## config.mk

```make
export PLATFORM = sky130hd
export DESIGN_NAME = branch_resolve_unit
export DESIGN_NICKNAME = d
export VERILOG_FILES = /design/src/rtl/branch_resolve_unit_pkg.sv /design/src/rtl/branch_resolve_unit_pred_fifo.sv /design/src/rtl/branch_resolve_unit.sv
export SDC_FILE = /design/constraint.sdc
export NUM_CORES = 1
export LEC_CHECK = 0
export ABC_AREA = 0
export CORE_ASPECT_RATIO = 1.4
export CORE_UTILIZATION = 46
export CTS_BUF_LIST = sky130_fd_sc_hd__clkbuf_8
export CTS_CLUSTER_DIAMETER = 200
export DETAILED_ROUTE_END_ITERATION = 8
export PLACE_DENSITY = 0.74
export SYNTH_ARGS = -nofsm -noshare
export SYNTH_HDL_FRONTEND = slang
export SYNTH_SLANG_ARGS = --single-unit
```

## constraint.sdc

```tcl
create_clock -name clk -period 9.8 [get_ports clk]
set_input_delay 0.98 -clock clk [delete_from_list [all_inputs] [get_ports clk]]
set_output_delay 0.98 -clock clk [all_outputs]
set_load 0.03 [all_outputs]
```

## src/rtl/branch_resolve_unit_pkg.sv

```systemverilog
// Shared types for the branch resolve unit: queued prediction entry and FSM state.
package bru_pkg;

  localparam int unsigned BRU_ADDR_WIDTH = 32;

  typedef struct packed {
    logic [BRU_ADDR_WIDTH-1:0] pc;
    logic                      taken;
    logic [BRU_ADDR_WIDTH-1:0] trgt;
  } pred_entry_t;

  typedef enum logic [0:0] {
    NORMAL = 1'b0,
    FLUSH  = 1'b1
  } bru_state_e;

endpackage

```

## src/rtl/branch_resolve_unit_pred_fifo.sv

```systemverilog
// Synchronous FIFO of in-flight predictions; pointers carry an extra MSB so
// full and empty are told apart without a separate counter. Clear dominates push/pop.
module pred_fifo
  import bru_pkg::*;
#(
  parameter int unsigned DEPTH = 4
) (
  input  logic        clk,
  input  logic        rst,
  input  logic        push,
  input  logic        pop,
  input  logic        clear,
  input  pred_entry_t din,
  output pred_entry_t head,
  output logic        full,
  output logic        empty
);

  localparam int unsigned PW = $clog2(DEPTH);

  logic [PW:0]  wr_ptr_r;
  logic [PW:0]  rd_ptr_r;
  pred_entry_t  mem_r [DEPTH];
  logic         do_push_s;
  logic         do_pop_s;

  assign empty     = (wr_ptr_r == rd_ptr_r);
  assign full      = (wr_ptr_r[PW] != rd_ptr_r[PW]) &&
                     (wr_ptr_r[PW-1:0] == rd_ptr_r[PW-1:0]);
  assign head      = mem_r[rd_ptr_r[PW-1:0]];
  assign do_push_s = push && !full && !clear;
  assign do_pop_s  = pop && !empty && !clear;

  // Read/write pointer update.
  always_ff @(posedge clk or negedge rst) begin
    if (!rst) begin
      wr_ptr_r <= '0;
      rd_ptr_r <= '0;
    end else if (clear) begin
      wr_ptr_r <= '0;
      rd_ptr_r <= '0;
    end else begin
      if (do_push_s) wr_ptr_r <= wr_ptr_r + (PW+1)'(1);
      if (do_pop_s)  rd_ptr_r <= rd_ptr_r + (PW+1)'(1);
    end
  end

  // Entry storage; contents are don't-care while the slot is unoccupied.
  always_ff @(posedge clk) begin
    if (do_push_s) mem_r[wr_ptr_r[PW-1:0]] <= din;
  end

endmodule

```

## src/rtl/branch_resolve_unit.sv

```systemverilog
// Compares queued fetch predictions against in-order EX resolutions, issues
// redirect/flush and predictor/BTB updates. Optional counters: BRU_STATS_EN.
module branch_resolve_unit
  import bru_pkg::*;
#(
  parameter int unsigned ADDR_WIDTH  = BRU_ADDR_WIDTH,
  parameter int unsigned FIFO_DEPTH  = 4,
  parameter int unsigned INSTR_BYTES = 4
) (
  input  logic                  clk,
  input  logic                  rst,
  input  logic                  pred_valid_i,
  input  logic [ADDR_WIDTH-1:0] pred_pc_i,
  input  logic                  pred_taken_i,
  input  logic [ADDR_WIDTH-1:0] pred_trgt_i,
  output logic                  pred_ready_o,
  input  logic                  res_valid_i,
  input  logic [ADDR_WIDTH-1:0] res_pc_i,
  input  logic                  res_taken_i,
  input  logic [ADDR_WIDTH-1:0] res_trgt_i,
  output logic                  redirect_o,
  output logic [ADDR_WIDTH-1:0] redirect_pc_o,
  output logic                  upd_pred_en_o,
  output logic                  upd_btb_en_o,
  output logic [ADDR_WIDTH-1:0] upd_pc_o,
  output logic                  upd_taken_o,
  output logic [ADDR_WIDTH-1:0] upd_trgt_o
`ifdef BRU_STATS_EN
  ,
  output logic [31:0]           stat_br_cnt_o,
  output logic [31:0]           stat_mispred_cnt_o
`endif
);

  bru_state_e  state_r;
  bru_state_e  next_state_s;
  pred_entry_t din_s;
  pred_entry_t head_s;
  logic        full_s;
  logic        empty_s;
  logic        in_normal_s;
  logic        push_s;
  logic        res_fire_s;
  logic        match_s;
  logic        mispred_s;
  logic        pop_s;
  logic [ADDR_WIDTH-1:0] next_pc_s;

  assign in_normal_s  = (state_r == NORMAL);
  assign pred_ready_o = !full_s;
  assign push_s       = pred_valid_i && !full_s && in_normal_s;
  assign res_fire_s   = res_valid_i && in_normal_s;
  assign pop_s        = res_fire_s && match_s;
  assign din_s        = '{pc: pred_pc_i, taken: pred_taken_i, trgt: pred_trgt_i};
  assign next_pc_s    = res_taken_i ? res_trgt_i : (res_pc_i + ADDR_WIDTH'(INSTR_BYTES));

  pred_fifo #(
    .DEPTH (FIFO_DEPTH)
  ) u_fifo (
    .clk   (clk),
    .rst   (rst),
    .push  (push_s),
    .pop   (pop_s),
    .clear (mispred_s),
    .din   (din_s),
    .head  (head_s),
    .full  (full_s),
    .empty (empty_s)
  );

  // Head match and mispredict detection; an unmatched branch was implicitly predicted not-taken.
  always_comb begin
    match_s   = 1'b0;
    mispred_s = 1'b0;
    if (res_fire_s) begin
      match_s = !empty_s && (head_s.pc == res_pc_i);
      if (match_s) begin
        mispred_s = (head_s.taken != res_taken_i) ||
                    (res_taken_i && (head_s.trgt != res_trgt_i));
      end else begin
        mispred_s = res_taken_i;
      end
    end else begin
      match_s   = 1'b0;
      mispred_s = 1'b0;
    end
  end

  // FSM next state: a mispredict spends exactly one cycle in FLUSH.
  always_comb begin
    next_state_s = state_r;
    case (state_r)
      NORMAL:  next_state_s = mispred_s ? FLUSH : NORMAL;
      FLUSH:   next_state_s = NORMAL;
      default: next_state_s = NORMAL;
    endcase
  end

  // FSM state register.
  always_ff @(posedge clk or negedge rst) begin
    if (!rst) state_r <= NORMAL;
    else      state_r <= next_state_s;
  end

  // Registered redirect and update outputs; enables pulse, buses hold the last resolution.
  always_ff @(posedge clk or negedge rst) begin
    if (!rst) begin
      redirect_o    <= 1'b0;
      redirect_pc_o <= '0;
      upd_pred_en_o <= 1'b0;
      upd_btb_en_o  <= 1'b0;
      upd_pc_o      <= '0;
      upd_taken_o   <= 1'b0;
      upd_trgt_o    <= '0;
    end else begin
      redirect_o    <= mispred_s;
      upd_pred_en_o <= res_fire_s;
      upd_btb_en_o  <= res_fire_s && res_taken_i;
      if (res_fire_s) begin
        redirect_pc_o <= next_pc_s;
        upd_pc_o      <= res_pc_i;
        upd_taken_o   <= res_taken_i;
        upd_trgt_o    <= res_trgt_i;
      end
    end
  end

`ifdef BRU_STATS_EN
  // Saturating resolution and mispredict counters.
  always_ff @(posedge clk or negedge rst) begin
    if (!rst) begin
      stat_br_cnt_o      <= 32'd0;
      stat_mispred_cnt_o <= 32'd0;
    end else begin
      if (res_fire_s && (stat_br_cnt_o != 32'hFFFF_FFFF))
        stat_br_cnt_o <= stat_br_cnt_o + 32'd1;
      if (mispred_s && (stat_mispred_cnt_o != 32'hFFFF_FFFF))
        stat_mispred_cnt_o <= stat_mispred_cnt_o + 32'd1;
    end
  end
`endif

endmodule

```

==> results.txt <==
Status = finished clean
Post-synth EDFFs = 260
Post-Synth Simple-Gate Area = 0.0957
Yosys cell types = 56
Wire length per cell = 22.0 µm
First-pass GRT wire length = 59.2 mm
Multi-input gate area = 4580 µm²
Cts bufs inserted = 54
Dpl hpwl = 27.6 mm
Worst slew pin tran = 0.954 ns
Routed via count divided by cell count = 5.37
Std-Cell Rows = 78
WL met3 = 2.58 mm
H-tree depth = 2
Post-Synth XOR/XNOR Area = 0.0531
P_leak = 7.03 nW
Core ar. = 32600 µm²
TritonCTS Sinks = 367
Post-cts gate resize count = 0
WL met2 = 20.1 mm
CP Data Required Time = 10.03 ns
Routed WL = 40.0 mm
Vias in the first global route = 9862
Asr flop ratio synth = 0.292
Synth top area share = 0.509
Sequential Area = 10500 µm²
Mapped Nets = 1219
Setup Viol. Count Final = 0
Hold Fails Final Rpt = 0
Worst-path clk slew = 0.06 ns
Initial Utilization = 0.471
Clock skew = 0.0513 ns
Die area = 34100 µm²
Number of synthesized register bits = 367
Share of cells above drive strength 1 = 0.118
Final Cycle Share = 0.587
First-pass detailed-route iteration total = 5
DP Area = 18100 µm²
Post-synth top area cell = edfxtp_1
Complex-gate fraction of the synthesized area = 0.0431
Sequential share of the synthesized area = 0.683
Pin count of the biggest net entering global routing = 96
Critical path class = reg -> reg
Clk buf depth = 3
F_max = 0.174 GHz
All-Layer GR Usage = 0.240
Number of cells on the critical path = 10
Largest family of logic cells by synthesized area = multiplexers
Synthesized area = 15300 µm²
CP Buf/Inv Count = 2
CTS Hold Bufs = 0
Area Growth Syn to Fin = 25.4%
DRC = 0
Worst-path maximum fanout = 38
CTS root buf = clkbuf_8
DR iter-0 viols = 853
Setup TNS = 0 ns
Prevailing post-synth register cell = edfxtp_1
Synthesized area per cell = 14.2 µm²
Pins Over Slew Limit = 0
Synth top area cells = edfxtp_1 (51%), dfrtp_1 (17%), mux4_2 (6.9%)
Die W = 156 µm
Layout fillers = 2507
Most numerous cell in the Yosys netlist = edfxtp_1
RSZ-0062 raised after global routing = false
Via count = 9749
Delay of the slowest critical-path stage = 0.84 ns
Largest delay share family, worst path = simple AND/OR/NAND/NOR gates
Crit path cell chain = buf_4 -> mux4_2 -> xnor2_1 -> nand4_1 -> a2111oi_0 -> nand4_1 -> nor4_4 -> nor3_4 -> nor2_4 -> buf_4
Die height = 218 µm
Worst-skew pair later-pin latency = 0.62 ns
CP arrival = 5.98 ns
Slowest CP cell = dfrtp_4
Highest routed metal layer = met4
CTS tree = yes
Most frequent cells after synthesis = edfxtp_1 (260), nand2_1 (231), dfrtp_1 (107), xnor2_1 (57), o21ai_0 (53)
Initial antenna violation count = 6
Min-delay worst type = in -> async
Final ANT Viol Nets = 0
Buffers on Ports = 234
Relative slew slack = 0.363
Synth warn = 0
CP Launch Type = register
Setup Buffers After CTS = 0
Minimum clock period = 5.75 ns
Nets@finish = 1467
Met1 Wirelength = 15.3 mm
R2R cell count = 10
Cell area after layout = 19200 µm²
Pwr/cell area = 217 nW/µm²
Total gr overflow = 0
Gpl congestion = 0.866
Multiplexer area fraction after synthesis = 0.0992
Synth Area in Adders = 0.00489
Total of max-cap violations = 0
IO Pins = 235
Crit. End Element = register
VDD IR max = 94.7 µV
Cells after synthesis = 1079
[where the power goes]
group          leakage [nW]  internal [mW]  switching [mW]
Combinational          2.73          0.394           0.521
Clock                 0.622          0.685           0.579
Sequential             3.68           1.88           0.105
Total                  7.03           2.96            1.20
[metrics by stage]
stage	power, mW	cells	util	hold slack, ns	worst slack [ns]
6_report	4.17	1816	0.590	0.429	4.05
5_1_grt	4.34	1816	0.590	0.477	3.65
4_1_cts	4.20	1810	0.590	0.439	4.00
3_5_place_dp	2.94	1711	0.555	0.462	4.05
3_3_place_gp	2.92	1711	0.555	0.458	4.09
2_1_floorplan	2.59	1079	-	0.498	1.47
[kinds of logic (layout without fill, tap and decap cells)]
kind of cell,count (synthesis),count (layout)
mux,93,93
flops,367,367
buf+inv,68,359
fa+ha+maj,6,6
xor+xnor,93,93
other cells,0,6
compound gates,112,112
simple gates,340,340
[layer usage]
layer | vias up | global-route usage
met5 | - | 0
met4 | 0 | 0.136
met3 | 105 | 0.0445
met2 | 411 | 0.398
met1 | 4802 | 0.294
li1 | 4431 | -
[path summary, 6_finish.rpt]
path / from / to / slack (ns)
setup / recovery: u_fifo.rd_ptr_r[0]$_DFFE_PN0P_ / u_fifo.mem_r[3][23]$_DFFE_PP_ / 4.05
hold / removal: rst / upd_pc_o[11]$_DFFE_PN0P_ / 0.43
setup reg to reg: u_fifo.rd_ptr_r[0]$_DFFE_PN0P_ / u_fifo.mem_r[3][23]$_DFFE_PP_ / 4.05
hold reg to reg: upd_pc_o[15]$_DFFE_PN0P_ / upd_pc_o[15]$_DFFE_PN0P_ / 0.47
max in group asynchronous: rst / redirect_pc_o[24]$_DFFE_PN0P_ / 8.16
min in group clk: upd_pc_o[15]$_DFFE_PN0P_ / upd_pc_o[15]$_DFFE_PN0P_ / 0.47
[cell usage in the layout (no fill, tap or decap), types with 3 or more instances in the layout]
cell | synthesis | layout
o21ai_0 | 53 | 53
nor2_1 | 42 | 41
xor2_1 | 36 | 36
inv_1 | 12 | 21
and3_1 | 7 | 7
ha_1 | 6 | 6
nand4_1 | 16 | 16
mux2_2 | 3 | 3
dfrtp_1 | 107 | 105
nor3_1 | 7 | 7
diode_2 | 0 | 6
a21oi_1 | 31 | 31
nand2_1 | 231 | 231
bufinv_16 | 0 | 4
mux2i_1 | 43 | 43
a2111oi_0 | 4 | 4
xnor2_1 | 57 | 57
nand3_1 | 12 | 12
and2_1 | 3 | 3
nor2b_1 | 4 | 4
edfxtp_1 | 260 | 260
clkdlybuf4s50_1 | 0 | 232
clkbuf_8 | 0 | 62
o211ai_1 | 3 | 3
o2111ai_1 | 3 | 3
buf_4 | 5 | 14
clkinv_1 | 1 | 8
clkinv_2 | 0 | 14
mux4_2 | 47 | 47
[state kept, by name, indices dropped and copies added (netlist names)]
register / flops
u_fifo.rd_ptr_r: 3
upd_pred_en_o: 1
redirect_pc_o: 32
u_fifo.mem_r: 260
upd_pc_o: 32
state_r: 1
upd_trgt_o: 32
redirect_o: 1
upd_taken_o: 1
u_fifo.wr_ptr_r: 3
upd_btb_en_o: 1
[worst register-to-register path, cell delays in order (launching register included)]
cell       delay, ns
dfrtp_4         0.84
buf_4           0.63
mux4_2          0.61
xnor2_1         0.18
nand4_1         0.11
a2111oi_0       0.65
nand4_1         0.32
nor4_4          0.43
nor3_4          0.15
nor2_4          0.78
buf_4           0.65
[final cells by class]
class | count | share of cell area
Multi-Input combinational cell | 644 | 0.238
Clock buffer | 62 | 0.0443
Tap cell | 440 | 0.0286
Clock inverter | 37 | 0.0140
Timing Repair Buffer | 247 | 0.126
Inverter | 13 | 0.00254
Antenna cell | 6 | 0.000780
Sequential cell | 367 | 0.545
Note: power is estimated with default switching activity, not from simulation.
